$ cat src/rtl/calc_pkg.sv
// Shared types and key codes for the calculator operand sequencer.
package calc_pkg;

    typedef enum logic [2:0] {
        ENTER_A,
        LOAD_A,
        ENTER_B,
        LOAD_B,
        START,
        WAIT_DONE,
        SHOW
    } seq_state_t;

    typedef logic [3:0] bcd_digit_t;

    localparam bcd_digit_t KEY_ENTER = 4'hA;
    localparam bcd_digit_t KEY_CLEAR = 4'hB;
    localparam bcd_digit_t KEY_DMAX  = 4'h9;

    function automatic logic is_digit(bcd_digit_t k);
        return k <= KEY_DMAX;
    endfunction

endpackage

$ cat src/rtl/calc_operand_sequencer_if.sv
// Keypad, arithmetic-unit and operand-register signals of the sequencer.
interface calc_operand_sequencer_if;
    import calc_pkg::*;

    logic       key_valid;
    bcd_digit_t key_code;
    logic       op_done;
    logic [7:0] bcd_out;
    logic [1:0] digit_cnt;
    logic       load_a;
    logic       load_b;
    logic       op_start;
    logic       busy;
    logic       disp_result;
    logic       error;

    modport master (
        output key_valid, key_code, op_done,
        input  bcd_out, digit_cnt, load_a, load_b,
        input  op_start, busy, disp_result, error
    );

    modport slave (
        input  key_valid, key_code, op_done,
        output bcd_out, digit_cnt, load_a, load_b,
        output op_start, busy, disp_result, error
    );

endinterface

$ cat src/rtl/op_timeout_counter.sv
// Cycle counter that flags expiry after TIMEOUT_CYCLES enabled cycles.
module op_timeout_counter #(
    parameter int TIMEOUT_CYCLES = 255
) (
    input  logic clk,
    input  logic rst,
    input  logic clear,
    input  logic enable,
    output logic expired
);

    localparam int W = $clog2(TIMEOUT_CYCLES + 1);
    localparam logic [W-1:0] LAST = W'(TIMEOUT_CYCLES - 1);

    logic [W-1:0] count;

    // Holds at LAST so a stalled enable never wraps back to zero.
    always_ff @(posedge clk) begin
        if (!rst)
            count <= '0;
        else if (clear)
            count <= '0;
        else if (enable && count != LAST)
            count <= count + 1'b1;
    end

    assign expired = enable && (count == LAST);

endmodule

$ cat src/rtl/calc_operand_sequencer.sv
// Two-operand entry sequencer: digit assembly, load/start strobes, timeout.
module calc_operand_sequencer
    import calc_pkg::*;
#(
    parameter int TIMEOUT_CYCLES = 255
) (
    input logic clk,
    input logic rst,
    calc_operand_sequencer_if.slave bus
);

    seq_state_t state, state_n;
    logic [7:0] bcd, bcd_n;
    logic [1:0] cnt, cnt_n;
    logic       err, err_n;
    logic       expired;
    logic       key_dig, key_ent, key_clr;

    assign key_dig = bus.key_valid && is_digit(bus.key_code);
    assign key_ent = bus.key_valid && (bus.key_code == KEY_ENTER);
    assign key_clr = bus.key_valid && (bus.key_code == KEY_CLEAR);

    op_timeout_counter #(
        .TIMEOUT_CYCLES(TIMEOUT_CYCLES)
    ) u_tmo (
        .clk    (clk),
        .rst    (rst),
        .clear  (state == START),
        .enable (state == WAIT_DONE),
        .expired(expired)
    );

    always_ff @(posedge clk) begin
        if (!rst) begin
            state <= ENTER_A;
            bcd   <= '0;
            cnt   <= '0;
            err   <= 1'b0;
        end else begin
            state <= state_n;
            bcd   <= bcd_n;
            cnt   <= cnt_n;
            err   <= err_n;
        end
    end

    always_comb begin
        state_n = state;
        bcd_n   = bcd;
        cnt_n   = cnt;
        err_n   = err;
        if (key_clr) begin
            state_n = ENTER_A;
            bcd_n   = '0;
            cnt_n   = '0;
            err_n   = 1'b0;
        end else begin
            unique case (state)
                ENTER_A, ENTER_B: begin
                    if (key_dig) begin
                        bcd_n = {bcd[3:0], bus.key_code};
                        cnt_n = (cnt == 2'd2) ? cnt : cnt + 2'd1;
                    end else if (key_ent) begin
                        state_n = (state == ENTER_A) ? LOAD_A : LOAD_B;
                    end
                end
                LOAD_A: begin
                    state_n = ENTER_B;
                    bcd_n   = '0;
                    cnt_n   = '0;
                end
                LOAD_B: begin
                    state_n = START;
                    bcd_n   = '0;
                    cnt_n   = '0;
                end
                START: state_n = WAIT_DONE;
                WAIT_DONE: begin
                    // Completion beats a coincident timeout.
                    if (bus.op_done) begin
                        state_n = SHOW;
                        err_n   = 1'b0;
                    end else if (expired) begin
                        state_n = SHOW;
                        err_n   = 1'b1;
                    end
                end
                SHOW: begin
                    if (key_ent) begin
                        state_n = ENTER_A;
                        bcd_n   = '0;
                        cnt_n   = '0;
                        err_n   = 1'b0;
                    end
                end
                default: state_n = ENTER_A;
            endcase
        end
    end

    assign bus.bcd_out     = bcd;
    assign bus.digit_cnt   = cnt;
    assign bus.load_a      = (state == LOAD_A);
    assign bus.load_b      = (state == LOAD_B);
    assign bus.op_start    = (state == START);
    assign bus.busy        = (state == START) || (state == WAIT_DONE);
    assign bus.disp_result = (state == SHOW);
    assign bus.error       = err;

endmodule

$ cat src/flat_wrapper.sv
// flat-port wrapper written by rule: the top's interface ports become plain ports
module calc_operand_sequencer_flat import calc_pkg::*;
#(
    parameter int TIMEOUT_CYCLES = 255
)
  (clk, rst, bus_key_valid, bus_key_code, bus_op_done, bus_bcd_out, bus_digit_cnt, bus_load_a, bus_load_b, bus_op_start, bus_busy, bus_disp_result, bus_error);
  calc_operand_sequencer_if bus_i ();
  input logic clk;
  input logic rst;
  input wire logic [$bits(bus_i.key_valid)-1:0] bus_key_valid;
  input wire logic [$bits(bus_i.key_code)-1:0] bus_key_code;
  input wire logic [$bits(bus_i.op_done)-1:0] bus_op_done;
  output wire logic [$bits(bus_i.bcd_out)-1:0] bus_bcd_out;
  output wire logic [$bits(bus_i.digit_cnt)-1:0] bus_digit_cnt;
  output wire logic [$bits(bus_i.load_a)-1:0] bus_load_a;
  output wire logic [$bits(bus_i.load_b)-1:0] bus_load_b;
  output wire logic [$bits(bus_i.op_start)-1:0] bus_op_start;
  output wire logic [$bits(bus_i.busy)-1:0] bus_busy;
  output wire logic [$bits(bus_i.disp_result)-1:0] bus_disp_result;
  output wire logic [$bits(bus_i.error)-1:0] bus_error;
  assign bus_i.key_valid = bus_key_valid;
  assign bus_i.key_code = bus_key_code;
  assign bus_i.op_done = bus_op_done;
  assign bus_bcd_out = bus_i.bcd_out;
  assign bus_digit_cnt = bus_i.digit_cnt;
  assign bus_load_a = bus_i.load_a;
  assign bus_load_b = bus_i.load_b;
  assign bus_op_start = bus_i.op_start;
  assign bus_busy = bus_i.busy;
  assign bus_disp_result = bus_i.disp_result;
  assign bus_error = bus_i.error;
  calc_operand_sequencer #(.TIMEOUT_CYCLES(TIMEOUT_CYCLES)) u_core (.clk(clk), .rst(rst), .bus(bus_i));
endmodule
$ cat config.mk
export PLATFORM = sky130hd
export DESIGN_NAME = calc_operand_sequencer_flat
export DESIGN_NICKNAME = d
export VERILOG_FILES = /design/src/rtl/calc_pkg.sv /design/src/rtl/calc_operand_sequencer_if.sv /design/src/rtl/op_timeout_counter.sv /design/src/rtl/calc_operand_sequencer.sv /design/src/flat_wrapper.sv
export SDC_FILE = /design/constraint.sdc
export NUM_CORES = 1
export LEC_CHECK = 0
export CORE_MARGIN = 8
export CORE_UTILIZATION = 35
export CTS_BUF_LIST = sky130_fd_sc_hd__clkbuf_16
export DETAILED_ROUTE_END_ITERATION = 6
export HOLD_SLACK_MARGIN = 0.08
export PLACE_DENSITY = 0.63
export SYNTH_ARGS = -nofsm -noshare
export SYNTH_HDL_FRONTEND = slang
export SYNTH_SLANG_ARGS = --single-unit
$ cat constraint.sdc
create_clock -name clk -period 2 [get_ports clk]
set_clock_uncertainty 0.05 [all_clocks]
set_input_delay 0.4 -clock clk [delete_from_list [all_inputs] [get_ports clk]]
set_output_delay 0.4 -clock clk [all_outputs]
set_load 0.005 [all_outputs]
---- Word level (Yosys, flattened, before mapping) ----
Index checks and enable logic that the tools add are counted.
cells by class
  equal/unequal tests ..................... 17
  multiplexer cells ....................... 18
  $lt $le $gt $ge ......................... 1
  $add $sub $neg .......................... 2
  bitwise operators ....................... 1
  reductions and logical operators ........ 17
operators with widths
  cell                   count
  $pmux W8 S3            1
  $pmux W3 S6            1
  $mux W8                2
  $mux W3                5
  $eq A3 B3 Y1 const B   3
  $add A8 B1 Y8 const B  1
  $eq A4 B4 Y1 const B   2
  $eq A8 B8 Y1 const B   1
  $mux W2                4
  $ne A8 B8 Y1 const B   1
  $reduce_and A4 Y1      2
  $reduce_or A2 Y1       4
  $eq A3 B2 Y1 const B   2
  $ne A2 B1 Y1 const B   3
  $pmux W2 S3            1
  $reduce_and A3 Y1      2
  $logic_and A1 B1 Y1    5
  $le A4 B4 Y1 const B   1
  $ne A2 B2 Y1 const B   2
  $eq A3 B1 Y1 const B   1
  $logic_not A3 Y1       1
  $mux W1                3
  $ne A3 B2 Y1 const B   1
  $reduce_bool A3 Y1     1
  6 further kinds        6
storage, ports and cells
  output and inout port bits .............. 16
  logic and storage cells ................. 61
  input port bits ......................... 8
  register bits ........................... 22

---- Logic depth before layout (Yosys ltp) ----
  depth after elaboration ................. 5
  depth in mapped cells ................... 6
  gate-level depth less buffers ........... 6

---- Modules after synthesis ----
A second synthesis with hierarchy kept.
unflattened totals
  cell total of the unflattened synthesis .. 135
  area total of the unflattened synthesis .. 1182.4 sq um
by module, submodules not included
  module                  cells each  area an instance (sq um)  times used  seq. area each (sq um)
  calc_operand_sequencer  84          742.0                     1           280.3
  op_timeout_counter      51          440.4                     1           160.2

---- Worst setup path before layout ----
OpenSTA, ideal clock, no wires.
  path kind ............................... register to register
  start point ............................. register u_core.u_tmo.count[0]
  end point ............................... register u_core.u_tmo.count[6]
  data arrival time ....................... 1.479 ns
  setup time .............................. 0.130 ns
  data required time ...................... 1.820 ns
  setup slack ............................. 0.340 ns
  clock period less this slack ............ 1.660 ns
  stages on the path, launching flop included .. 7
  cell sequence ........................... dfxtp_1 -> inv_1 -> ha_1 -> nand3_1 -> or4b_1 -> xor2_1 -> nor2_2
on the way
  word-level cells in the longest chain between the ends .. 2
  elaborated cells between the ends (all ways) .. 3
  classes of those cells .................. add/sub (1); eq/ne (1); reduce/logical (1)
RTL lines
  what                                                                   RTL line                  RTL
  start, declared                                                        op_timeout_counter.sv:15  logic [W-1:0] count;
  start signal, assigned                                                 op_timeout_counter.sv:24  count <= count + 1'b1;
  parallel branches: the longest is 2 deep, another holds $add A8 B1 Y8  n/a
Several ways; the timed one is not identified.
A chain may end at the register's enable or synchronous reset.

---- Worst setup path after layout ----
  start point ............................. register u_core.state[2]
  end point ............................... output port bus_disp_result
on the way
  word-level cells in the longest chain between the ends .. 1
RTL lines
  what                    RTL line                       RTL
  start, declared         calc_operand_sequencer.sv:12   seq_state_t state, state_n;
  start signal, assigned  calc_operand_sequencer.sv:40   state <= state_n;
  $eq A3 B3 Y1            calc_operand_sequencer.sv:107  assign bus.disp_result = (state == SHOW);
  end, declared           flat_wrapper.sv:19             output wire logic [$bits(bus_i.disp_result)-1:0] bus_disp_result;
No other way between the ends.

==> impl_metrics.env <==
export IMPL_status="completed"
export IMPL_wire_per_inst_um=13.8
export IMPL_cts_sinks=22
export IMPL_grt_max_degree=14
export IMPL_dp_hpwl_mm=2.21
export IMPL_grt_overflow_total=0
export IMPL_drtIter0Drc=67
export IMPL_die_w_um=73.9
export IMPL_vias=1121
export IMPL_syn_nets=154
export IMPL_ys_ff_latch=22
export IMPL_r2r_slack_ps=360
export IMPL_fin_crit_ps=1890
export IMPL_cts_buffer_depth=2
export IMPL_postCtsHoldBufs=0
export IMPL_syn_area_per_cell_um2=8.20
export IMPL_path_cells="inv_1 > nor3_2 > clkdlybuf4s50_1"
export IMPL_critical_path_top_delay_family="buffers and inverters"
export IMPL_drive_above_1_share_pct=12.9
export IMPL_worstPathArrival_ps=1440
export IMPL_start_util_pct=35.7
export IMPL_routed_wl_mm=2.98
export IMPL_finalWorstSetupSlack_ps=106
export IMPL_worstPathRequired_ps=1550
export IMPL_maxCapViolCount=0
export IMPL_place_congestion=0.809
export IMPL_slew_headroom_pct=56.9
export IMPL_drc=0
export IMPL_netlist_area_mm2=0.00117
export IMPL_p_total_mw=1.11
export IMPL_yosys_warnings=0
export IMPL_final_antenna_net_count=0
export IMPL_synthTopCellsByArea="dfxtp_1, nand2_1, nand3_1"
export IMPL_crit_path_start_kind="flip-flop"
export IMPL_cts_buffers=3
export IMPL_ir_drop_uv=321
export IMPL_synth_top_area_cell="dfxtp_1"
export IMPL_grt_use_total_pct=12.3
export IMPL_via_per_inst=5.19
export IMPL_num_nets_final=182
export IMPL_finalMaxSlewViolations=0
export IMPL_cts_root_buf="clkbuf_16"
export IMPL_area_growth_pct=36.2
export IMPL_cpPeakStageDelay_ps=520
export IMPL_rows=21
export IMPL_antenna_found_initial=0
export IMPL_fmax_ghz=0.528
export IMPL_critical_path_peak_fanout=6
export IMPL_io_pins=24
export IMPL_worstSkewPairLatency_ps=260
export IMPL_grt_pass1_vias=1131
export IMPL_hold_viol=0
export IMPL_rsz0062_at_grt="no"
export IMPL_ctsHtreeMaxLevel=1
export IMPL_num_antenna_cells=0
export IMPL_synth_cell_type_count=40
export IMPL_crit_type="flip-flop to output port"
export IMPL_end_kind="output port"
export IMPL_async_reset_ff_share_pct=0
export IMPL_ys_flop_type="dfxtp_1"
export IMPL_firstDrtPassIters=4
export IMPL_die_area_mm2=0.00546
export IMPL_synth_edff_count=0
export IMPL_worst_path_max_delay_cell="clkdlybuf4s50_1"
export IMPL_synthCells=143
export IMPL_tightest_slew_ps=642
export IMPL_ys_seq_area_share_pct=37.6
export IMPL_grt_pass1_wl_mm=5.13
export IMPL_cts_tree="done"
export IMPL_yosys_area_top_type_share_pct=37.6
export IMPL_min_period_over_period_pct=94.7
export IMPL_critPathBufInv=2
export IMPL_core_mm2=0.00328
export IMPL_hold_class="flip-flop to flip-flop"
export IMPL_die_h_um=73.9
export IMPL_setup_viol=0
export IMPL_dpl_worst_slack_ps=39.9
export IMPL_clkTransAtPathRegs_ps=60
export IMPL_tns_ps=0
export IMPL_portBuffers=23
export IMPL_leakage_nw=0.607
export IMPL_power_density_mw_per_mm2=698
-- logic make-up (layout without fill, tap and decap cells) --
group           Yosys count  count (layout)  synth area share (%)
simple gates             63              63                  28.6
compound gates           31              31                  18.7
flops                    22              22                  37.6
buf+inv                  17              44                  6.51
xor+xnor                  5               5                  3.74
fa+ha+maj                 3               3                  3.20
mux                       2               2                  1.71
-- worst register-to-register path, stage by stage (launching register included) --
cell and delay (ps):
dfxtp_1 400, inv_1 90, ha_1 210, nand3_1 100
or4b_1 450, xor2_1 170, nor2_2 40
-- layout by cell type (no fill, tap or decap), types with 6 or more instances in the layout --
master            n
nand3_1          12
nand2_1          17
a31oi_1           8
dfxtp_1          20
inv_1            10
buf_4             7
a21oi_1           6
nor2_1            9
clkdlybuf4s50_1  23
-- metal layers --
metal / global-route usage [%] / part of all wire [%]
met1: 14.4 / 45
met2: 19.6 / 48
met3: 1.91 / 4.1
met4: 9.31 / 3.0
met5: 0 / 0
-- path summary, 6_finish.rpt --
kind | cells after the start | endpoint | startpoint
setup reg to reg | 6 | u_core.u_tmo.count[6] | u_core.u_tmo.count[0]
hold reg to reg | 2 | u_core.bus.bcd_out[2] | u_core.bus.bcd_out[2]
setup / recovery | 3 | bus_disp_result | u_core.state[2]
hold / removal | 2 | u_core.bus.bcd_out[2] | u_core.bus.bcd_out[2]
-- synthesized netlist by cell type, drive strengths merged, types with 2 or more instances --
| cell | instances |
|---|---|
| dfxtp | 22 |
| nand2 | 17 |
| nand3 | 12 |
| nor2 | 12 |
| inv | 10 |
| a31oi | 9 |
| a21oi | 6 |
| buf | 6 |
| and3 | 4 |
| o21ai | 4 |
| xor2 | 4 |
| ha | 3 |
| nand4 | 3 |
| nor2b | 3 |
| nor3 | 3 |
| o211ai | 3 |
| a211oi | 2 |
| mux2i | 2 |
| o311ai | 2 |
-- power by group --
part	switching (mW)	internal [mW]	total, mW	leakage (nW)
Clock	0.172	0.398	0.570	0.0511
Combinational	0.0413	0.0472	0.0885	0.376
Sequential	0.00854	0.448	0.456	0.179
Total	0.221	0.893	1.11	0.607
-- final cells by class --
class | count | area, um^2
clock buffers | 3 | 75.1
clock inverters | 1 | 30.0
fillers | 329 | 1690
inverters | 10 | 37.5
multi-input cells | 104 | 671
flip-flops and latches | 22 | 443
well taps | 46 | 57.6
repair buffers | 30 | 283
-- per-stage QoR --
stage / std cells / utilization [%] / hold WS [ps] / instance area [um^2]
2_1_floorplan: 143 / - / 417 / 1170
3_3_place_gp: 212 / 44.9 / 421 / 1470
3_5_place_dp: 212 / 44.9 / 427 / 1470
4_1_cts: 216 / 48.1 / 439 / 1580
5_1_grt: 216 / 48.6 / 466 / 1600
6_report: 216 / 48.6 / 433 / 1600
-- state kept, by name, summed over array words and instances, names as in the netlist --
signal and count:
u_core.bus.bcd_out 8, u_core.u_tmo.count 8, u_core.state 3, u_core.bus.digit_cnt 2, u_core.bus.error 1
-- timing repair --
action | 4_1_cts | 5_1_grt
endpoints found under the setup margin | 0 | 4
buffers inserted | 0 | 0
gates resized for setup | 0 | 6
Power figures use the tool's default switching activity.
